<file path="config.mk">
export PLATFORM = sky130hd
export DESIGN_NAME = mu0_control
export DESIGN_NICKNAME = d
export VERILOG_FILES = /design/src/rtl/mu0_control.sv
export SDC_FILE = /design/constraint.sdc
export NUM_CORES = 1
export LEC_CHECK = 0
export CAP_MARGIN = 5
export CORE_AREA = 2 2 39 41
export CTS_CLUSTER_DIAMETER = 150
export DETAILED_ROUTE_END_ITERATION = 16
export DIE_AREA = 0 0 41 43
export PLACE_DENSITY = 0.54
export SLEW_MARGIN = 20
export SYNTH_ARGS = -nofsm -noshare
export SYNTH_HDL_FRONTEND = slang
export SYNTH_SLANG_ARGS = --single-unit
</file>
<file path="constraint.sdc">
create_clock -name Clk -period 0.9 [get_ports Clk]
set_input_delay 0.18 -clock Clk [delete_from_list [all_inputs] [get_ports Clk]]
set_output_delay 0.18 -clock Clk [all_outputs]
set_load 0.01 [all_outputs]
</file>
<file path="src/rtl/mu0_control.sv">
// MU0 control unit: three-state fetch/execute sequencer driving the datapath
// selects, register load enables and the memory handshake.
module mu0_control #(
   parameter bit HALT_ON_ILLEGAL = 1'b0
) (
   input  logic       Clk,
   input  logic       Reset,
   input  logic [3:0] F,
   input  logic       N,
   input  logic       Z,
   input  logic       Mem_rdy,
   output logic       X_sel,
   output logic       Y_sel,
   output logic       Addr_sel,
   output logic [1:0] ALU_fs,
   output logic       PC_En,
   output logic       IR_En,
   output logic       Acc_En,
   output logic       MEMrq,
   output logic       RnW,
   output logic       Halted
);

   typedef enum logic [1:0] {
      S_FETCH   = 2'd0,
      S_EXECUTE = 2'd1,
      S_HALTED  = 2'd2
   } state_e;

   localparam logic [1:0] FS_Y    = 2'b00;
   localparam logic [1:0] FS_ADD  = 2'b01;
   localparam logic [1:0] FS_INC  = 2'b10;
   localparam logic [1:0] FS_SUB  = 2'b11;

   localparam logic [3:0] OP_LDA = 4'h0;
   localparam logic [3:0] OP_STA = 4'h1;
   localparam logic [3:0] OP_ADD = 4'h2;
   localparam logic [3:0] OP_SUB = 4'h3;
   localparam logic [3:0] OP_JMP = 4'h4;
   localparam logic [3:0] OP_JGE = 4'h5;
   localparam logic [3:0] OP_JNE = 4'h6;
   localparam logic [3:0] OP_STP = 4'h7;

   typedef struct packed {
      logic       x_sel;
      logic       y_sel;
      logic       addr_sel;
      logic [1:0] alu_fs;
      logic       pc_en;
      logic       ir_en;
      logic       acc_en;
      logic       memrq;
      logic       rnw;
      logic       halted;
   } ctl_t;

   state_e state_q, state_d;
   ctl_t   ctl;
   logic   br_taken;

   assign br_taken = (F == OP_JMP) || ((F == OP_JGE) && !N) || ((F == OP_JNE) && !Z);

   always_comb begin
      ctl     = '0;
      state_d = state_q;
      case (state_q)
         S_FETCH: begin
            // PC increments through the ALU while the instruction is read
            ctl.addr_sel = 1'b0;
            ctl.memrq    = 1'b1;
            ctl.rnw      = 1'b1;
            ctl.x_sel    = 1'b1;
            ctl.alu_fs   = FS_INC;
            ctl.ir_en    = Mem_rdy;
            ctl.pc_en    = Mem_rdy;
            if (Mem_rdy) state_d = S_EXECUTE;
         end
         S_EXECUTE: begin
            case (F)
               OP_LDA, OP_ADD, OP_SUB: begin
                  ctl.addr_sel = 1'b1;
                  ctl.memrq    = 1'b1;
                  ctl.rnw      = 1'b1;
                  ctl.y_sel    = 1'b0;
                  ctl.x_sel    = 1'b0;
                  ctl.alu_fs   = (F == OP_ADD) ? FS_ADD :
                                 (F == OP_SUB) ? FS_SUB : FS_Y;
                  ctl.acc_en   = Mem_rdy;
                  if (Mem_rdy) state_d = S_FETCH;
               end
               OP_STA: begin
                  ctl.addr_sel = 1'b1;
                  ctl.memrq    = 1'b1;
                  ctl.rnw      = 1'b0;
                  ctl.x_sel    = 1'b0;
                  if (Mem_rdy) state_d = S_FETCH;
               end
               OP_JMP, OP_JGE, OP_JNE: begin
                  // untaken branch leaves every output low for one cycle
                  if (br_taken) begin
                     ctl.y_sel  = 1'b1;
                     ctl.alu_fs = FS_Y;
                     ctl.pc_en  = 1'b1;
                  end
                  state_d = S_FETCH;
               end
               OP_STP: state_d = S_HALTED;
               default: state_d = HALT_ON_ILLEGAL ? S_HALTED : S_FETCH;
            endcase
         end
         S_HALTED: begin
            ctl.halted = 1'b1;
            state_d    = S_HALTED;
         end
         default: state_d = S_FETCH;
      endcase
      if (Reset) begin
         ctl     = '0;
         ctl.rnw = 1'b1;
      end
   end

   always_ff @(posedge Clk) begin
      if (Reset) state_q <= S_FETCH;
      else       state_q <= state_d;
   end

   assign X_sel    = ctl.x_sel;
   assign Y_sel    = ctl.y_sel;
   assign Addr_sel = ctl.addr_sel;
   assign ALU_fs   = ctl.alu_fs;
   assign PC_En    = ctl.pc_en;
   assign IR_En    = ctl.ir_en;
   assign Acc_En   = ctl.acc_en;
   assign MEMrq    = ctl.memrq;
   assign RnW      = ctl.rnw;
   assign Halted   = ctl.halted;

endmodule

</file>
==> metrics.txt <==
max-cap violations 0; Post-DRT Antenna Nets 0; Slew Limit Fails 0; share of cells above drive strength 1 a little under 70%; post-synthesis register bit count 2; Die Y 43 um; leak pwr 0.274 nW; Routed WL 753 um; detailed-route via count 336; most common cell after layout, fill and taps aside buf_6; pre-CTS WS -1030 ps; vias in the first global route slightly above 300; final worst path period share 153%; clk_lat worst skew 230 ps; Pre-Repair DR Iteration Count 2; # IOs 20; Syn Nets 37; starting density of the core 13.6%; Final setup violation count 13; pin count of the biggest net entering global routing 8; most frequent cells in the layout 9 x buf_6, 8 x buf_4, 6 x buf_2; Worst Path Required roughly 720 ps; Worst Tran Pin Value roughly 210 ps; Antenna diodes 0; kind of critical path reg2out; gr usage total approximately a tenth; CTS root buf clkbuf_4; Mapped Cells 28; final setup TNS -4690 ps; CP Launch Type flop; Final HPWL DP 554 um; grt total ovfl 0; PwrDens 850 nW/um2; Min-Delay Path Class in2reg; final hold slack 388 ps; Crit Path Max Fanout 3; TritonCTS buffer count 3; Synth Cell Area 188 um2; DRT iter0 DRCs 7; vias per inst around 4.2; CTS tree built; Crit. End Element output pin; Area Growth Syn to Fin 212%; Final Critical Period ~1400 ps; max reg flops 2; CTS Sinks 2; final-report hold violation count 0; first-pass GRT wire length 1.22 mm; max frequency 0.726 GHz; unrepaired setup endpoints after global routing yes; Net count, final 74; sequential fraction of the synthesis area 21.3%; failing checks negative setup slack; Final GP Congestion 0.716; Post-Syn Area per Cell 6.70 um2; Cell variety after synth 18; Worst-path clk slew approximately 40 ps; initial antenna violation count 0; largest registers state_q (2); status finished, violations left; number of synthesis warnings 0; Wirelength per Cell approximately 9.4 um; Die ar. around 1800 um2; CORE AREA ~1400 um2; register bank with the most flops state_q; Row Count 14; # DRC 0; CP arrival 1200 ps; H-Tree Depth 1; worst setup margin -478 ps; Die W 41 um; Peak VDD IR 0.299 mV; clock skew 13.6 ps; Worst slew margin 86.0%; input/output buffers 19; Clock Tree Buf Depth 2
routing by layer:
metal	vias up	global-route usage, %	wire length [um]
li1	172	-	-
met1	150	13.7	323
met2	14	14.4	373
met3	0	0	56
met4	0	8.00	0
met5	-	0	0
kinds of logic (layout without fill, tap and decap cells):
kind of cell | after synthesis | in the layout | synth area share, %
simple gates | 16 | 16 | 48.0
compound gates | 8 | 8 | 26.7
flops | 2 | 2 | 21.3
buf+inv | 2 | 38 | 4.00
power breakdown:
group          leakage, nW  total (W)  switching [W]  internal [W]
combinational        0.241   0.000171      0.0000705      0.000100
clock               0.0150   0.000227      0.0000620      0.000165
sequential          0.0178  0.0000998      0.0000103     0.0000895
worst max-delay path, cell delays in order (launching register included):
cell	delay [ps]
dfxtp_4	350
nor2_4	110
nand4b_1	200
o21ai_2	160
buf_2	140
timing repair:
item	4_1_cts	5_1_grt
pin swaps	8	6
hold endpoints to repair	0	0
hold buffers	0	0
setup buffers	10	3
setup endpoints to repair	13	13
resized for setup	68	3
through the flow:
| step | util, % | instances | total power (W) | instance area [um2] |
|---|---|---|---|---|
| 5_1_grt | 42.3 | 80 | 0.000531 | 586 |
| 3_5_place_dp | 35.1 | 69 | 0.000263 | 485 |
| 3_3_place_gp | 35.1 | 69 | 0.000262 | 485 |
| 2_1_floorplan | - | 28 | 0.000154 | 230 |
| 4_1_cts | 41.5 | 79 | 0.000503 | 574 |
| 6_report | 42.3 | 80 | 0.000498 | 586 |
cell type report:
type / instances / area, um2
multi-input cells: 24 / 196
clock buffers: 4 / 26.3
repair buffers: 32 / 288
well taps: 16 / 20.0
fillers: 148 / 798
inverters: 2 / 7.51
flip-flops and latches: 2 / 47.5
path summary, 6_finish.rpt:
check | depth (start not counted) | startpoint | slack, ps | endpoint
worst min-delay path | 3 | F[0] | 390 | state_q[1]
worst max register to register | 5 | state_q[1] | -190 | state_q[1]
worst min register to register | 3 | state_q[0] | 650 | state_q[0]
worst max-delay path | 4 | state_q[1] | -480 | PC_En
synth_stat cells (all sizes together):
cell type	number	share of area [%]
nor2	5	11
o21ai	3	8.0
a21boi	2	8.0
and2	2	6.7
dfxtp	2	21
inv	2	4.0
nand2	2	4.0
nand3	2	5.3
o21bai	2	8.0
a21oi	1	2.7
and3	1	3.3
nand2b	1	3.3
nand4b	1	4.7
nor3	1	5.3
nor3b	1	4.0
Power figures use the tool's default switching activity.
